<file path="config.mk">
export PLATFORM = sky130hd
export DESIGN_NAME = scip_cmd_tx
export DESIGN_NICKNAME = d
export VERILOG_FILES = /design/src/rtl/scip_cmd_tx.sv
export SDC_FILE = /design/constraint.sdc
export NUM_CORES = 1
export LEC_CHECK = 0
export BUFFER_PORTS_ARGS = -buffer_cell sky130_fd_sc_hd__clkbuf_2
export CAP_MARGIN = 20
export CORE_ASPECT_RATIO = 0.7
export CORE_MARGIN = 3
export CORE_UTILIZATION = 55
export DETAILED_ROUTE_END_ITERATION = 8
export HOLD_SLACK_MARGIN = 0.03
export PLACE_DENSITY_LB_ADDON = 0.25
export SLEW_MARGIN = 20
export SYNTH_ARGS = -nofsm -noshare
export SYNTH_HDL_FRONTEND = slang
export SYNTH_SLANG_ARGS = --single-unit
</file>
<file path="constraint.sdc">
create_clock -name clk -period 9.2 [get_ports clk]
set_clock_uncertainty 0.2 [all_clocks]
set_input_delay 0.92 -clock clk [delete_from_list [all_inputs] [get_ports clk]]
set_output_delay 0.92 -clock clk [all_outputs]
set_load 0.05 [all_outputs]
</file>
<file path="src/rtl/scip_cmd_tx.sv">
// scip_cmd_tx: builds the 13-byte "GD" scan command for the rangefinder from two
// binary step values and shifts it out on tx as back-to-back 8N1 UART bytes.
module scip_cmd_tx #(
    parameter int CLKS_PER_BIT = 868
) (
    input  logic        clk,
    input  logic        reset,
    input  logic        start,
    input  logic [10:0] start_step,
    input  logic [10:0] end_step,
    output logic        tx,
    output logic        busy,
    output logic        done
);
    localparam int BAUD_W = (CLKS_PER_BIT > 1) ? $clog2(CLKS_PER_BIT) : 1;
    localparam logic [BAUD_W-1:0] BAUD_LAST = BAUD_W'(CLKS_PER_BIT - 1);
    localparam logic [BAUD_W-1:0] BAUD_ONE  = BAUD_W'(1);
    localparam logic [3:0]        LAST_BYTE = 4'd12;

    typedef enum logic [2:0] {
        IDLE      = 3'd0,
        CONVERT   = 3'd1,
        START_BIT = 3'd2,
        DATA      = 3'd3,
        STOP      = 3'd4,
        DONE      = 3'd5
    } state_t;

    state_t              state_r;
    logic                tx_r;
    logic                busy_r;
    logic                done_r;
    logic [BAUD_W-1:0]   baud_cnt_r;
    logic [2:0]          bit_cnt_r;
    logic [3:0]          byte_cnt_r;
    logic [7:0]          shift_r;
    // Index 0 holds start_step, index 1 end_step; digits are thousands..ones.
    logic [10:0]         val_r   [2];
    logic [3:0]          dig_r   [2][4];
    logic [1:0]          stage_r [2];

    logic [3:0]          byte_sel_s;
    logic [1:0]          dig_idx_s;
    logic [7:0]          frame_byte_s;

    function automatic logic [10:0] weight(input logic [1:0] stage);
        case (stage)
            2'd0:    weight = 11'd1000;
            2'd1:    weight = 11'd100;
            2'd2:    weight = 11'd10;
            default: weight = 11'd0;
        endcase
    endfunction

    // Select the frame byte to load next: byte 0 when leaving CONVERT, else the following byte.
    always_comb begin
        byte_sel_s   = 4'd0;
        dig_idx_s    = 2'd0;
        frame_byte_s = 8'h0A;
        if (state_r == STOP) begin
            byte_sel_s = byte_cnt_r + 4'd1;
        end else begin
            byte_sel_s = 4'd0;
        end
        dig_idx_s = byte_sel_s[1:0] - 2'd2;
        case (byte_sel_s)
            4'd0:                      frame_byte_s = 8'h47;
            4'd1:                      frame_byte_s = 8'h44;
            4'd2, 4'd3, 4'd4, 4'd5:    frame_byte_s = {4'h3, dig_r[0][dig_idx_s]};
            4'd6, 4'd7, 4'd8, 4'd9:    frame_byte_s = {4'h3, dig_r[1][dig_idx_s]};
            4'd10, 4'd11:              frame_byte_s = 8'h30;
            4'd12:                     frame_byte_s = 8'h0A;
            default:                   frame_byte_s = 8'h0A;
        endcase
    end

    // Command FSM: accept, decimal conversion, then bit-serial transmission.
    always_ff @(posedge clk or posedge reset) begin
        if (reset) begin
            state_r    <= IDLE;
            tx_r       <= 1'b1;
            busy_r     <= 1'b0;
            done_r     <= 1'b0;
            baud_cnt_r <= '0;
            bit_cnt_r  <= 3'd0;
            byte_cnt_r <= 4'd0;
            shift_r    <= 8'h00;
            for (int ch = 0; ch < 2; ch++) begin
                val_r[ch]   <= 11'd0;
                stage_r[ch] <= 2'd0;
                for (int k = 0; k < 4; k++) begin
                    dig_r[ch][k] <= 4'd0;
                end
            end
        end else begin
            case (state_r)
                IDLE: begin
                    tx_r   <= 1'b1;
                    done_r <= 1'b0;
                    if (start) begin
                        val_r[0] <= start_step;
                        val_r[1] <= end_step;
                        for (int ch = 0; ch < 2; ch++) begin
                            stage_r[ch] <= 2'd0;
                            for (int k = 0; k < 4; k++) begin
                                dig_r[ch][k] <= 4'd0;
                            end
                        end
                        busy_r  <= 1'b1;
                        state_r <= CONVERT;
                    end
                end
                CONVERT: begin
                    tx_r <= 1'b1;
                    // Both values convert in parallel: one subtraction or one weight step per cycle.
                    for (int ch = 0; ch < 2; ch++) begin
                        if (stage_r[ch] != 2'd3) begin
                            if (val_r[ch] >= weight(stage_r[ch])) begin
                                val_r[ch]              <= val_r[ch] - weight(stage_r[ch]);
                                dig_r[ch][stage_r[ch]] <= dig_r[ch][stage_r[ch]] + 4'd1;
                            end else begin
                                if (stage_r[ch] == 2'd2) begin
                                    dig_r[ch][3] <= val_r[ch][3:0];
                                end
                                stage_r[ch] <= stage_r[ch] + 2'd1;
                            end
                        end
                    end
                    if ((stage_r[0] == 2'd3) && (stage_r[1] == 2'd3)) begin
                        tx_r       <= 1'b0;
                        shift_r    <= frame_byte_s;
                        byte_cnt_r <= 4'd0;
                        baud_cnt_r <= '0;
                        state_r    <= START_BIT;
                    end
                end
                START_BIT: begin
                    if (baud_cnt_r == BAUD_LAST) begin
                        baud_cnt_r <= '0;
                        bit_cnt_r  <= 3'd0;
                        tx_r       <= shift_r[0];
                        state_r    <= DATA;
                    end else begin
                        baud_cnt_r <= baud_cnt_r + BAUD_ONE;
                    end
                end
                DATA: begin
                    if (baud_cnt_r == BAUD_LAST) begin
                        baud_cnt_r <= '0;
                        if (bit_cnt_r == 3'd7) begin
                            tx_r    <= 1'b1;
                            state_r <= STOP;
                        end else begin
                            bit_cnt_r <= bit_cnt_r + 3'd1;
                            shift_r   <= {1'b0, shift_r[7:1]};
                            tx_r      <= shift_r[1];
                        end
                    end else begin
                        baud_cnt_r <= baud_cnt_r + BAUD_ONE;
                    end
                end
                STOP: begin
                    if (baud_cnt_r == BAUD_LAST) begin
                        baud_cnt_r <= '0;
                        if (byte_cnt_r == LAST_BYTE) begin
                            done_r  <= 1'b1;
                            state_r <= DONE;
                        end else begin
                            byte_cnt_r <= byte_cnt_r + 4'd1;
                            shift_r    <= frame_byte_s;
                            tx_r       <= 1'b0;
                            state_r    <= START_BIT;
                        end
                    end else begin
                        baud_cnt_r <= baud_cnt_r + BAUD_ONE;
                    end
                end
                DONE: begin
                    tx_r    <= 1'b1;
                    done_r  <= 1'b0;
                    busy_r  <= 1'b0;
                    state_r <= IDLE;
                end
                default: begin
                    tx_r    <= 1'b1;
                    done_r  <= 1'b0;
                    busy_r  <= 1'b0;
                    state_r <= IDLE;
                end
            endcase
        end
    end

    assign tx   = tx_r;
    assign busy = busy_r;
    assign done = done_r;

endmodule

</file>
Word-level counts from Yosys, hierarchy flattened
Cells that the tools add are included.

Shifts and indexed selects: 0. Multiply operators: 0. Order comparisons: 7. Add/sub/neg operators: 10. Mux-type cells: 91. Bitwise gates (word level): 5. Reductions and logical operators: 32. Div/mod/pow operators: 0. Equal/unequal tests: 43.

Operators with widths (count): two-way mux 11 bit (14); two-way mux 4 bit (19); one-hot mux 32 bit (2 select lines) (1); one-hot mux 10 bit (3 select lines) (2); one-hot mux 22 bit (2 select lines) (1); two-way mux 8 bit (5); AND reduction 4 bit (9); one-hot mux 7 bit (5 select lines) (1); binary-select mux 4 bit (select 2 bit) (4); bitwise mux 16 bit (2); two-way mux 16 bit (2); two-way mux 32 bit (1); two-way mux 3 bit (10); inequality test 2 bit (second input constant) (15); two-way mux 12 bit (2); one-hot mux 8 bit (3 select lines) (1); greater-or-equal comparator 11 bit (2); two-way mux 22 bit (1); subtractor 11 bit (2); == test 4 bit (second input constant) (5); two-way mux 10 bit (2); one-hot mux 10 bit (2 select lines) (1); demux 4 bit (select 2 bit) (2); == test 4 x 3 -> 1 bit (second input constant) (4); 38 further kinds (80).

ROM bits: 0. Output and inout bits: 3. Bits in latches: 0. Register bits: 89. Memories kept: 0. Logic and storage cells: 208. Input port bits: 25. Memory bits (writable): 0.

Longest topological paths before layout
Depth in word-level cells: 12. Mapped depth: 13. Mapped depth without buffers: 10.

Worst setup path before layout
No wires, ideal clock.

Path kind: reg2reg. Start: register stage_r[2] in the netlist's numbering. End: register dig_r[28] in the netlist's numbering. Buffers on the path: 2. Cell stages (with the launch flop): 13. Clock period less this slack: 3.297 ns. Arrival: 2.976 ns. Slack: 5.903 ns. Library setup time: 0.121 ns. Required time: 8.879 ns. Path through: dfrtp_1 -> clkbuf_2 -> inv_1 -> ha_1 -> ha_1 -> fa_1 -> nand2b_1 -> a21o_1 -> a31oi_2 -> o22ai_2 -> buf_4 -> o21bai_2 -> a22o_1.

Cells in the longest elaborated chain, start to end: 9. Elaborated cells on any way between the ends: 25. Classes of those cells: add/sub (1); order compare (3); eq/ne (5); mux (12); bitwise (1); reduce/logical (3).

Ends and longest elaborated chain: start, declared (RTL line 40) `logic [1:0] stage_r [2];`; start signal, assigned by index (RTL line 125) `stage_r[ch] <= stage_r[ch] + 2'd1;`; parallel branches: the longest is 9 deep, another holds greater-or-equal comparator 11 bit; end signal, assigned by index (RTL line 120) `dig_r[ch][stage_r[ch]] <= dig_r[ch][stage_r[ch]] + 4'd1;`; end signal, assigned by index (RTL line 123) `dig_r[ch][3] <= val_r[ch][3:0];`; end, declared (RTL line 39) `logic [3:0] dig_r [2][4];`.

Parallel ways; which one is timed is not known. The select of a mux whose other input is x is not followed. A chain may end at the register's enable or synchronous reset.

Worst setup path in the final report
Start: register stage_r[2] in the netlist's numbering. End: register dig_r[20] in the netlist's numbering.

Same word-level chain as after synthesis.

==> summary.log <==
[floorplan] # rows 31
[global_route] overall global routing resource usage 25.2%
[hold_path] class of the tightest hold or removal check reg2reg
[timing] maximum clock frequency 250 MHz
[layout] area overhead of the layout relative to synthesis 9.47%
[timing] setup tns final 0 ps
[detailed_routing] ANT nets after route 0
[synth] syn_nets 683
[synth] cell types with the largest area share after synthesis dfrtp_1 37%, ha_1 7.6%, o21ai_0 4.5%
[worst_setup_path] Critical Path Fanout Max 23
[clocking] Skew-Pair Late Insertion Delay 360 ps
[floorplan] initial standard-cell utilization of the core 57.0%
[clocking] post-CTS setup buffer count 0
[global_route] maximum number of pins on one net before global-route repair 89
[worst_setup_path] largest delay contributor family on the critical path compound AO/OA/AOI/OAI gates
[layout] nets 693
[timing] Final Hold Fails 0
[worst_setup_path] critical path's slowest cell dfrtp_1
[place] IO Port Bufs 27
[synth] most instantiated library cell after synthesis dfrtp_1
[layout] fill count 861
[synth] post-synth top area share 36.6%
[run] max capacitance violation total 0
[global_route] wire length of the first global-routing pass 24200 µm
[worst_setup_path] capturing element type of the critical path register
[clocking] hold buffer count at cts 0
[synth] async set-reset flop share out of synthesis 100%
[worst_setup_path] reg-to-reg startpoint stage_r[2]
[timing] RSZ-0062 raised after global routing false
[detailed_routing] remaining routing DRC violations 0
[worst_setup_path] path length in cells of the critical path 10
[timing] period utilisation layout 43.5%
[clocking] Clock Tree Buf Depth 2
[layout] share of cells above drive strength 1 16.1%
[global_route] gr ovfl total 0
[detailed_routing] DRT Pass-1 Iters 5
[synth] synth unique cells 79
[worst_setup_path] Critical Path Start Type register
[synth] post-synthesis sequential element count 88
[detailed_routing] post-DR vias/cell 6.61
[power_and_ir_drop] worst vdd rail ir drop 207 µV
[detailed_routing] First DRT Iteration DRCs 583
[worst_setup_path] Worst Path Class, Setup reg2reg
[worst_setup_path] reg-to-reg slack, setup 5190 ps
[worst_setup_path] cell mode on critical path ha_1
[clocking] clock buffer count from CTS 9
[synth] area leader, netlist dfrtp_1
[clocking] TritonCTS clock tree built
[layout] antenna cells 0
[floorplan] core outline area 10400 µm²
[clocking] Resized Gates After CTS 0
[detailed_routing] detailed-route wire length 14800 µm
[worst_setup_path] sum of buffers and inverters on the critical path 1
[timing] post-layout minimum cycle time 4010 ps
[clocking] Clk pin slew, worst setup/hold paths 70 ps
[hold_path] depth of the worst hold-timing path 2
[synth] summed instance area of the synthesized netlist 5940 µm²
[synth] cell count after synthesis 620
[timing] final setup violation count 0
[timing] slew at the pin closest to its max-slew limit 1010 ps
[timing] relative slew slack 32.7%
[worst_setup_path] cell breakdown of the critical path inv_1 -> ha_1 -> ha_1 -> fa_1 -> nand2b_1 -> a21o_1 -> a31oi_2 -> o22ai_2 -> nor3_1 -> a22o_1
[clocking] clock sink count 88
[synth] number of enable flip-flop cells after synthesis 0
[power_and_ir_drop] leakage power summed over all cells 2.82 nW
[synth] most instantiated cells after synthesis 87 x dfrtp_1, 53 x nand2_1, 53 x o21ai_0, 36 x ha_1, 35 x a21oi_1
[global_route] number of global-route vias before repair 4819
[floorplan] width of the chip 130 µm
[timing] fin. max-slew vios 0
[power_and_ir_drop] total power per unit cell area 359 nW/µm²
[layout] final standard cell count with taps included and fillers excluded 767
[detailed_routing] Avg WL per Cell 19.3 µm
[place] cell count after placement 751
[place] final weighted congestion in routability-driven placement 0.984
[floorplan] die outline area 12100 µm²
[clocking] Root Driver clkbuf_16
[synth] synthesis warning total 0
[hold_path] Worst Hold Endpoint tx
[floorplan] vertical die dimension 93.0 µm
[synth] post-synthesis sequential area ratio 37.1%
[synth] commonest register cell after synthesis dfrtp_1
[hold_path] origin of the worst min-delay path tx
[worst_setup_path] Worst EP required 9290 ps
[place] HPWL after detailed placement 10500 µm
[worst_setup_path] arrival time at the worst endpoint 4090 ps
[run_status] result of the run complete, no violations
[timing] tightest hold margin 275 ps
[worst_setup_path] highest cell delay on the worst timing path 570 ps
[clocking] number of H-tree levels 3
[worst_setup_path] Reg2Reg Depth 10
[detailed_routing] vias 5070
[global_route] number of antenna violations at the first check in global routing 0
[floorplan] number of top-level pins 28
[worst_setup_path] r2r endpoint dig_r[20]
[synth] Avg Inst Size Synth 9.59 µm²
-- worst min-delay path: stages (launching register included) --
cell,delay [ps]
dfstp_2,370
nand2_1,40
o21ai_0,60
-- cells by family (layout without fill, tap and decap cells) --
logic type,Yosys count,count (layout),synth area share [%]
multiplexers,38,38,9.14
AND/OR/NAND/NOR,178,178,15.5
AO/OA/AOI/OAI,209,209,24.4
flip-flops,88,88,37.1
adder cells (fa/ha/maj),38,38,8.25
XOR/XNOR,11,11,1.62
buffers and inverters,58,73,4.04
-- per-stage QoR --
step | total power [mW] | setup slack [ps] | utilization, % | instance area [µm²]
floorplan | 1.58 | 5800 | - | 5940
global placement | 1.80 | 5470 | 58.8 | 6140
detailed placement | 1.85 | 5280 | 58.8 | 6140
CTS | 2.32 | 5220 | 62.3 | 6500
global route | 2.50 | 4940 | 62.4 | 6510
finish | 2.33 | 5190 | 62.4 | 6510
-- layout make-up --
cell class                      instances  area, µm²  area share, %
Sequential cell                        88       2200           33.9
Tap cell                              132        165           2.54
Multi-Input combinational cell        474       3510           53.9
Timing Repair Buffer                   30        161           2.48
Clock buffer                            9        225           3.46
Clock inverter                          7        143           2.19
Inverter                               27        103           1.58
-- worst max path at each step --
| stage | slack, ps | end | from |
|---|---|---|---|
| 2_1_floorplan | 5800 | baud_cnt_r[0] | reset |
| 3_3_place_gp | 5470 | dig_r[20] | stage_r[2] |
| 3_5_place_dp | 5280 | dig_r[24] | stage_r[2] |
| 4_1_cts | 5220 | dig_r[20] | stage_r[2] |
| 5_1_grt | 4940 | dig_r[31] | stage_r[2] |
| 6_report | 5190 | dig_r[20] | stage_r[2] |
-- state kept, by name, summed over array words and instances (netlist names) --
name        cells
done            1
busy            1
bit_cnt_r       3
val_r          22
stage_r         4
baud_cnt_r     10
tx              1
state_r         3
dig_r          32
byte_cnt_r      4
shift_r         7
-- power by group --
| group | leakage (nW) | switching [mW] | internal (mW) |
|---|---|---|---|
| Sequential | 1.14 | 0.121 | 0.490 |
| Combinational | 1.50 | 0.751 | 0.515 |
| Clock | 0.180 | 0.162 | 0.294 |
| Total | 2.82 | 1.03 | 1.30 |
-- cells in the final DEF, fill, tap and decap left out, drive strengths merged, types with 5 or more instances in the layout --
| master | instances |
|---|---|
| dfrtp | 87 |
| o21ai | 56 |
| nand2 | 53 |
| ha | 36 |
| clkbuf | 36 |
| a21oi | 35 |
| nor2 | 34 |
| inv | 27 |
| mux2 | 24 |
| a22o | 21 |
| nand3 | 20 |
| nor3 | 12 |
| mux4 | 10 |
| a21o | 9 |
| nor2b | 9 |
| o2bb2ai | 8 |
| o22ai | 8 |
| and3 | 7 |
| a22oi | 7 |
| a32o | 7 |
| a31oi | 7 |
| nand2b | 6 |
| o31ai | 6 |
| xor2 | 6 |
| or3 | 6 |
| xnor2 | 5 |
| nor4 | 5 |
| a211oi | 5 |
| o21bai | 5 |
-- per-layer routing --
layer	part of all wire, %	vias to the layer above	GRT usage [%]	wire length (µm)
met4	2.2	0	9.34	319
li1	-	2354	-	-
met3	7.4	36	6.45	1100
met2	44	218	35.8	6570
met1	46	2462	37.1	6840
met5	0	-	0	0
Power figures use the tool's default switching activity.
